<file path="src/rtl/bus_arbiter_n.sv">
// bus_arbiter_n: arbitrates NCH masters onto one qspi controller port.
// Fixed priority (channel 0 highest) by default; define BUS_ARB_ROUND_ROBIN_EN for round-robin.
module bus_arbiter_n #(
  parameter int NCH = 3,
  parameter int AW  = 32,
  parameter int DW  = 32
) (
  input  logic              clk,
  input  logic              rst_n,
  input  logic [NCH-1:0]    m_req,
  input  logic [NCH-1:0]    m_we,
  input  logic [NCH-1:0]    m_w,
  input  logic [NCH-1:0]    m_hw,
  input  logic [NCH*AW-1:0] m_adr,
  input  logic [NCH*DW-1:0] m_wdata,
  output logic [NCH-1:0]    m_ack,
  output logic [DW-1:0]     m_rdata,
  output logic              s_read_req,
  output logic              s_write_req,
  output logic              s_w,
  output logic              s_hw,
  output logic [AW-1:0]     s_adr,
  output logic [DW-1:0]     s_wdata,
  input  logic              s_done,
  input  logic [DW-1:0]     s_rdata,
  output logic              busy
);
  localparam int IW = (NCH > 1) ? $clog2(NCH) : 1;
  localparam logic [1:0] IDLE = 2'd0, BUSY = 2'd1, ACK = 2'd2;
  logic [1:0]     state_q, state_d;
  logic [IW-1:0]  idx_q, win;
  logic           rd_q, wr_q, w_q, hw_q;
  logic [AW-1:0]  adr_q;
  logic [DW-1:0]  wdata_q, rdata_q;
  logic [NCH-1:0] ack_q;
`ifdef BUS_ARB_ROUND_ROBIN_EN
  logic [IW-1:0]  ptr_q;
`endif
  // Descending scan so the last hit is the highest-priority requester.
  always_comb begin
    win = '0;
    for (int i = NCH-1; i >= 0; i--)
`ifdef BUS_ARB_ROUND_ROBIN_EN
      if (m_req[(int'(ptr_q) + i) % NCH]) win = IW'((int'(ptr_q) + i) % NCH);
`else
      if (m_req[i]) win = IW'(i);
`endif
  end
  always_comb begin
    state_d = (state_q == IDLE) ? ((|m_req) ? BUSY : IDLE) :
              (state_q == BUSY) ? (s_done ? ACK : BUSY) : IDLE;
  end
  always_ff @(posedge clk or negedge rst_n) begin
    if (!rst_n) begin
      state_q <= IDLE;
      idx_q   <= '0;
      rd_q    <= 1'b0;
      wr_q    <= 1'b0;
      w_q     <= 1'b0;
      hw_q    <= 1'b0;
      adr_q   <= '0;
      wdata_q <= '0;
      rdata_q <= '0;
      ack_q   <= '0;
`ifdef BUS_ARB_ROUND_ROBIN_EN
      ptr_q   <= '0;
`endif
    end else begin
      state_q <= state_d;
      ack_q   <= '0;
      if (state_q == IDLE && |m_req) begin
        idx_q   <= win;
        rd_q    <= ~m_we[win];
        wr_q    <= m_we[win];
        w_q     <= m_w[win];
        hw_q    <= m_hw[win] & ~m_w[win];
        adr_q   <= m_adr[int'(win)*AW +: AW];
        wdata_q <= m_wdata[int'(win)*DW +: DW];
`ifdef BUS_ARB_ROUND_ROBIN_EN
        ptr_q   <= (win == IW'(NCH-1)) ? '0 : win + IW'(1);
`endif
      end
      if (state_q == BUSY && s_done) begin
        rd_q  <= 1'b0;
        wr_q  <= 1'b0;
        ack_q <= NCH'(1) << idx_q;
        if (rd_q) rdata_q <= s_rdata;
      end
    end
  end
  assign m_ack       = ack_q;
  assign m_rdata     = rdata_q;
  assign s_read_req  = rd_q;
  assign s_write_req = wr_q;
  assign s_w         = w_q;
  assign s_hw        = hw_q;
  assign s_adr       = adr_q;
  assign s_wdata     = wdata_q;
  assign busy        = state_q != IDLE;
endmodule

</file>
<file path="config.mk">
export PLATFORM = sky130hd
export DESIGN_NAME = bus_arbiter_n
export DESIGN_NICKNAME = d
export VERILOG_FILES = /design/src/rtl/bus_arbiter_n.sv
export SDC_FILE = /design/constraint.sdc
export NUM_CORES = 1
export LEC_CHECK = 0
export ABC_AREA = 0
export CAP_MARGIN = 20
export CORE_ASPECT_RATIO = 0.6
export CORE_MARGIN = 5
export CORE_UTILIZATION = 42
export DETAILED_ROUTE_END_ITERATION = 7
export PLACE_DENSITY = 0.95
export SLEW_MARGIN = 20
export SYNTH_ARGS = -nofsm -noshare
export SYNTH_HDL_FRONTEND = slang
export SYNTH_SLANG_ARGS = --single-unit
export TNS_END_PERCENT = 10
</file>
<file path="constraint.sdc">
create_clock -name clk -period 3.1 [get_ports clk]
set_clock_uncertainty 0.15 [all_clocks]
set_input_delay 0.775 -clock clk [delete_from_list [all_inputs] [get_ports clk]]
set_output_delay 0.775 -clock clk [all_outputs]
set_load 0.05 [all_outputs]
</file>
==> qor.log, run 1 <==
qor: grt.grt-ovfl-total 0
qor: drt.totalWireLength 21350 um
qor: synth.synthesis.instances 550
qor: grt.maximum_number_of_pins_on_one_net_before_global_route_repair 62
qor: timing.rsz0062_at_grt no
qor: outcome.status finished clean
qor: finish.final_nets 1108
qor: clock_network.cts.sinks 107
qor: grt.antenna_violations_before_repair 1
qor: finish.post_layout_nonfiller_instances 1066
qor: die.die-height 101.9 um
qor: timing.timing.final.setup_violations 0
qor: setup_path.critical_path.startpoint_type register
qor: drt.detailedRoute.firstIterationViolations 378
qor: finish.num-fill-cells 1001
qor: synth.synth_seq_cells 107
qor: drt.dr_total_vias 5713
qor: placed_design.gp_congestion 0.8146
qor: placed_design.placement.cell_area 0.009497 mm2
qor: finish.layout.area.seq 0.002678 mm2
qor: drt.drtPass1Iterations 5
qor: clock_network.cts_max_path_buffers 2
qor: pwr.vdd_ir_drop_max 0.4157 mV
qor: pwr.p_clk_share 11.5%
qor: clock_network.tritoncts.num_buffers 9
qor: placed_design.post-place-ws 0.5552 ns
qor: setup_path.cp_data_arrival_time 1.88 ns
qor: synth.synth_top_cell_by_area dfrtp_1
qor: timing.slew_viol_final 0
qor: grt.gr-usage-all-layers 24.47%
qor: finish.n_antenna_cell 0
qor: synth.syn_area_per_cell 10.75 um2
qor: synth.synth_sequential_area_ratio 45.28%
qor: pwr.power.density_cell_area 980.4 mW/mm2
qor: synth.netlist.area_leader.share 45.28%
qor: clock_network.cts-resized-gates 0
qor: finish.final_layout_size_suffix_gt1_share 15.56%
qor: drt.drtAntennaViolNets 0
qor: clock_network.tritoncts done
qor: drt.remaining_drc_errors 0
qor: pwr.cellInternalPower 5.093 mW
qor: synth.netlist_area 0.005913 mm2
qor: timing.worst_pin_slew 0.7536 ns
qor: clock_network.cts_root_buffer clkbuf_16
qor: clock_network.ctsHtreeMaxLevel 3
qor: pwr.power 9.591 mW
qor: pwr.power.switching 4.498 mW
qor: grt.grt_pass1_wl 32110 um
qor: timing.worst_slack 0.2988 ns
qor: synth.syn_nets 789
qor: timing.finalHoldViolations 0
qor: placed_design.placedCellCount 1050
qor: grt.first_global_vias 5972
qor: die.die-area 0.01663 mm2
qor: placed_design.port_buffers 342
qor: setup_path.setup.worst_path.class reg2out
qor: die.chipWidth 163.2 um
qor: clock_network.post-cts-setup-buffer-count 0
qor: clock_network.insertion_delay 0.33 ns
qor: setup_path.critical_path.max_stage_delay 0.73 ns
qor: finish.multi_input_comb_area 0.003003 mm2
qor: setup_path.cp.required 2.17 ns
qor: die.row_count 33
qor: placed_design.detailed_place_hpwl 16590 um
qor: die.core_area 0.01371 mm2
qor: drt.wl_per_cell 20.02 um
qor: timing.maxSlewHeadroom 49.23%
qor: timing.max_freq 357.0 MHz
qor: finish.finalInstanceArea 0.009783 mm2
qor: pwr.share_seq_of_total_power 26.0%
qor: finish.final_core_util 71.37%
qor: timing.fin_setup_tns 0 ns
qor: drt.vias_per_cell 5.359
qor: synth.synth-warning-count 0
qor: pwr.combinationalPowerShare 62.5%
qor: setup_path.cp-end-kind primary output
qor: flow_run.cap_viol_max_count 0
qor: synth.synthTopCellsByArea dfrtp_1 (45%), mux2_2 (11%), mux2_4 (9.6%), a22oi_1 (8.4%), nor2b_1 (7.2%)
qor: timing.whs 0.2427 ns
qor: clock_network.path_clk_slew 0.07 ns
qor: min_path.holdCritPathClass in2async
qor: synth.ys_types 31
qor: pwr.p_leak 3.938 nW
qor: setup_path.worst_path_max_delay_cell clkdlybuf4s50_1
qor: die.floorplan.initialDensity 43.14%
qor: setup_path.path_cells nor2_1 -> inv_1 -> clkdlybuf4s50_1
qor: pwr.power.share.switching 46.90%
qor: timing.min_period_over_period 90.36%
qor: setup_path.critical_path.max_fanout 6
qor: clock_network.post_cts_hold_buffer_count 0
qor: finish.relative_area_change_from_synthesis_to_final_layout 65.45%
qor: timing.min_period 2.801 ns
qor: die.io_pins 343
## cell type report
cell class | instances | share of cell area (%)
Inverter | 4 | 0.1535
Clock buffer | 10 | 2.443
Clock inverter | 6 | 0.4860
Sequential cell | 107 | 27.37
Multi-Input combinational cell | 391 | 30.69
Tap cell | 192 | 2.456
Timing Repair Buffer | 356 | 36.40
## worst max-delay path: cells and delay by family, from the launching register on
kind | cells | cell delay (ns)
flip-flops | 1 | 0.37
buffers and inverters | 2 | 0.84
AND/OR/NAND/NOR | 1 | 0.33
## cells in the mapped netlist, drive strengths merged
cell	number
dfrtp	107
o21ai	69
and2	1
nand3	1
o21bai	1
a21o	1
mux2	96
nor2	2
clkbuf	24
nor3b	2
and3	1
or2	2
nor2b	68
a22oi	66
nor4b	1
o21a	1
a21oi	70
nor3	1
buf	24
inv	4
nor4bb	1
o2bb2ai	1
a31o	1
nand2b	1
nand2	4
## worst paths after layout
check                                     startpoint                      end  slack (ns)  cells after the start
worst max register to register  state_q[1]$_DFF_PN0_  s_wdata[18]$_DFFE_PN0P_        1.11                      4
max in group asynchronous                      rst_n    s_adr[26]$_DFFE_PN0P_        1.91                      2
worst max-delay path            state_q[1]$_DFF_PN0_                     busy        0.30                      3
min in group clk                     s_w$_DFFE_PN0P_          s_w$_DFFE_PN0P_        0.33                      2
worst min-delay path                           rst_n  s_wdata[16]$_DFFE_PN0P_        0.24                      1
worst min register to register       s_w$_DFFE_PN0P_          s_w$_DFFE_PN0P_        0.33                      2
## logic make-up after synthesis
logic type / after synthesis / synth area share [%]
muxes: 96 / 20.69
AOI/OAI and AO/OA: 210 / 20.82
DFF: 107 / 45.28
and+or+nand+nor: 85 / 8.887
buffers and inverters: 52 / 4.316
## layout by cell type, fill, tap and decap left out, types with 2 or more instances in the layout
cell,count
clkdlybuf4s50_1,338
dfrtp_1,107
a21oi_1,70
nor2b_1,66
a22oi_1,66
o21ai_0,58
mux2_2,58
mux2_4,38
o21ai_1,11
buf_4,11
clkbuf_16,9
buf_12,4
inv_1,3
nand2_1,3
buf_2,3
or2_1,2
nor3b_1,2
nor2_1,2
nor2b_4,2
inv_6,2
clkinv_4,2
## layer usage
| layer | share of wire (%) | wire, um | vias up | GRT usage (%) |
|---|---|---|---|---|
| li1 | - | - | 2646 | - |
| met3 | 8.7 | 1864 | 38 | 7.578 |
| met5 | 0.061 | 13 | - | 0 |
| met1 | 37 | 7994 | 2784 | 28.10 |
| met2 | 51 | 10930 | 243 | 44.87 |
| met4 | 2.5 | 541 | 2 | 6.572 |
## power by group through the flow
stage	logic [mW]	clock network (mW)	registers (mW)
CTS	6.03	1.13	2.49
floorplan	1.54	0	4.82
global placement	5.92	0	2.46
detailed placement	6.03	0	2.50
global route	6.20	1.18	2.57
finish	6.00	1.10	2.49
## sequential cells by signal (all words and copies together) (netlist names), 2 cells and up
register	count
m_rdata	32
s_wdata	32
m_ack	3
state_q	2
s_adr	32
idx_q	2
Power figures use the tool's default switching activity.
==> inputs of run 2 (changes only) <==
CORE_AREA = 5 5 129 131   (was unset)
CORE_ASPECT_RATIO = unset   (was 0.6)
CORE_MARGIN = unset   (was 5)
CORE_UTILIZATION = unset   (was 42)
CTS_CLUSTER_DIAMETER = 150   (was unset)
DIE_AREA = 0 0 134 136   (was unset)
PLACE_DENSITY = 0.89   (was 0.95)
==> run 2 against run 1 <==
Critical path type unchanged. First-iteration DRC count decreased by 53%. Sequential share of layout area is 0.21 points lower. Critical endpoint unchanged. Die area grew 9.6%.
==> qor.log, run 2 (same netlist as run 1, synthesis figures left out) <==
qor: outcome.status finished clean [unchanged]
qor: timing.maxSlewHeadroom 59.93% [was 49.23%]
qor: finish.mostFrequentLayoutCell clkdlybuf4s50_1 [unchanged]
qor: timing.fin_setup_tns 0 ns [unchanged]
qor: timing.max_freq 364.1 MHz [was 357.0 MHz]
qor: finish.final_nets 1111 [was 1108]
qor: setup_path.critical_path.max_stage_delay 0.83 ns [was 0.73 ns]
qor: timing.rsz0062_at_grt no [unchanged]
qor: grt.first_global_vias 5944 [was 5972]
qor: timing.slew_viol_final 0 [unchanged]
qor: timing.timing.final.setup_violations 0 [unchanged]
qor: clock_network.path_clk_slew 0.07 ns [about the same]
qor: drt.drtAntennaViolNets 0 [unchanged]
qor: drt.drtPass1Iterations 5 [unchanged]
qor: die.row_count 46 [was 33]
qor: timing.min_period_over_period 88.59% [was 90.36%]
qor: timing.min_period 2.746 ns [was 2.801 ns]
qor: pwr.p_leak 3.971 nW [was 3.938 nW]
qor: finish.finalInstanceArea 0.009858 mm2 [was 0.009783 mm2]
qor: placed_design.placedCellCount 1053 [was 1050]
qor: setup_path.cp_data_arrival_time 1.82 ns [was 1.88 ns]
qor: setup_path.path_cells nor2_1 -> buf_4 -> inv_1 -> clkdlybuf4s50_1 [was nor2_1 -> inv_1 -> clkdlybuf4s50_1]
qor: pwr.vdd_ir_drop_max 0.4724 mV [was 0.4157 mV]
qor: drt.detailedRoute.firstIterationViolations 177 [was 378]
qor: drt.totalWireLength 20910 um [was 21350 um]
qor: grt.antenna_violations_before_repair 1 [unchanged]
qor: finish.final_core_util 63.67% [was 71.37%]
qor: placed_design.placement.cell_area 0.009544 mm2 [was 0.009497 mm2]
qor: clock_network.tritoncts done [unchanged]
qor: placed_design.port_buffers 342 [unchanged]
qor: clock_network.cts_root_buffer clkbuf_16 [unchanged]
qor: setup_path.cp.required 2.17 ns [about the same]
qor: setup_path.cp-end-kind primary output [unchanged]
qor: die.die-area 0.01822 mm2 [was 0.01663 mm2]
qor: pwr.power 9.653 mW [was 9.591 mW]
qor: grt.gr-usage-all-layers 22.23% [was 24.47%]
qor: clock_network.insertion_delay 0.34 ns [was 0.33 ns]
qor: grt.grt_pass1_wl 31740 um [was 32110 um]
qor: setup_path.setup.worst_path.class reg2out [unchanged]
qor: setup_path.worst_path_max_delay_cell clkdlybuf4s50_1 [unchanged]
qor: die.core_area 0.01548 mm2 [was 0.01371 mm2]
qor: clock_network.post-cts-setup-buffer-count 0 [unchanged]
qor: clock_network.ctsHtreeMaxLevel 3 [unchanged]
qor: setup_path.critical_path.startpoint_type register [unchanged]
qor: min_path.holdCritPathClass in2async [unchanged]
qor: setup_path.critical_path.max_fanout 6 [unchanged]
qor: die.chipWidth 134 um [was 163.2 um]
qor: clock_network.cts.sinks 107 [unchanged]
qor: die.floorplan.initialDensity 38.19% [was 43.14%]
qor: finish.post_layout_nonfiller_instances 1069 [was 1066]
qor: finish.relative_area_change_from_synthesis_to_final_layout 66.72% [was 65.45%]
qor: drt.dr_total_vias 5700 [was 5713]
qor: drt.remaining_drc_errors 0 [unchanged]
qor: die.die-height 136 um [was 101.9 um]
qor: clock_network.cts_max_path_buffers 2 [unchanged]
qor: clock_network.post_cts_hold_buffer_count 0 [unchanged]
qor: grt.maximum_number_of_pins_on_one_net_before_global_route_repair 50 [was 62]
qor: flow_run.cap_viol_max_count 0 [unchanged]
qor: finish.final_cell_mix clkdlybuf4s50_1 (338), dfrtp_1 (107), a21oi_1 (70), nor2b_1 (66), a22oi_1 (66) [unchanged]
qor: drt.wl_per_cell 19.56 um [was 20.02 um]
qor: die.io_pins 343 [unchanged]
qor: drt.vias_per_cell 5.332 [was 5.359]
qor: clock_network.cts-resized-gates 0 [unchanged]
qor: finish.final_layout_size_suffix_gt1_share 15.85% [was 15.56%]
qor: finish.n_antenna_cell 0 [unchanged]
qor: timing.finalHoldViolations 0 [unchanged]
qor: placed_design.detailed_place_hpwl 16150 um [was 16590 um]
qor: pwr.power.density_cell_area 979.1 mW/mm2 [was 980.4 mW/mm2]
qor: timing.worst_pin_slew 0.6011 ns [was 0.7536 ns]
qor: clock_network.tritoncts.num_buffers 9 [unchanged]
qor: placed_design.gp_congestion 0.7918 [was 0.8146]
qor: grt.grt-ovfl-total 0 [unchanged]
-- run 2: stage by stage --
| stage | hold WS (ns) | setup slack [ns] |
|---|---|---|
| 2_1_floorplan | 0.2955 | 0.9097 |
| 3_3_place_gp | 0.3120 | 0.6372 |
| 3_5_place_dp | 0.3187 | 0.5865 |
| 4_1_cts | 0.2862 | 0.3189 |
| 5_1_grt | 0.3110 | 0.2871 |
| 6_report | 0.2696 | 0.3536 |
-- run 2: layout make-up --
type / instances / area, um2
clock buffers: 9 / 225.2
clock inverters: 7 / 88.84
fillers: 1261 / 5624
inverters: 4 / 15.01
multi-input cells: 391 / 3003
flip-flops and latches: 107 / 2678
well taps: 192 / 240.2
repair buffers: 359 / 3608
-- run 2: worst paths after layout --
check	startpoint	endpoint	slack, ns	cells past startpoint
worst max-delay path	state_q[0]$_DFF_PN0_	busy	0.35	4
max in group asynchronous	rst_n	s_wdata[12]$_DFFE_PN0P_	1.85	2
worst min register to register	s_w$_DFFE_PN0P_	s_w$_DFFE_PN0P_	0.33	2
min in group clk	s_w$_DFFE_PN0P_	s_w$_DFFE_PN0P_	0.33	2
worst max register to register	state_q[0]$_DFF_PN0_	s_adr[20]$_DFFE_PN0P_	1.25	5
worst min-delay path	rst_n	s_adr[17]$_DFFE_PN0P_	0.27	1
-- run 2: report_power, final --
| group | leakage [nW] | internal, mW | switching, mW |
|---|---|---|---|
| clock network | 0.149 | 0.641 | 0.545 |
| logic | 2.53 | 2.44 | 3.54 |
| registers | 1.29 | 2.10 | 0.389 |
| total | 3.97 | 5.18 | 4.47 |
-- run 2: routing by layer --
| metal | wire [um] | GRT usage [%] | up-vias |
|---|---|---|---|
| met5 | 13 | 0 | - |
| met4 | 595 | 7.543 | 2 |
| met3 | 1943 | 8.031 | 46 |
| met2 | 10620 | 39.19 | 249 |
| met1 | 7740 | 24.98 | 2740 |
| li1 | - | - | 2663 |
-- run 2: critical path, delay by kind of cell (launching register included) --
family        cells  cell delay [ns]
buf+inv           3             1.05
flops             1             0.37
simple gates      1             0.05
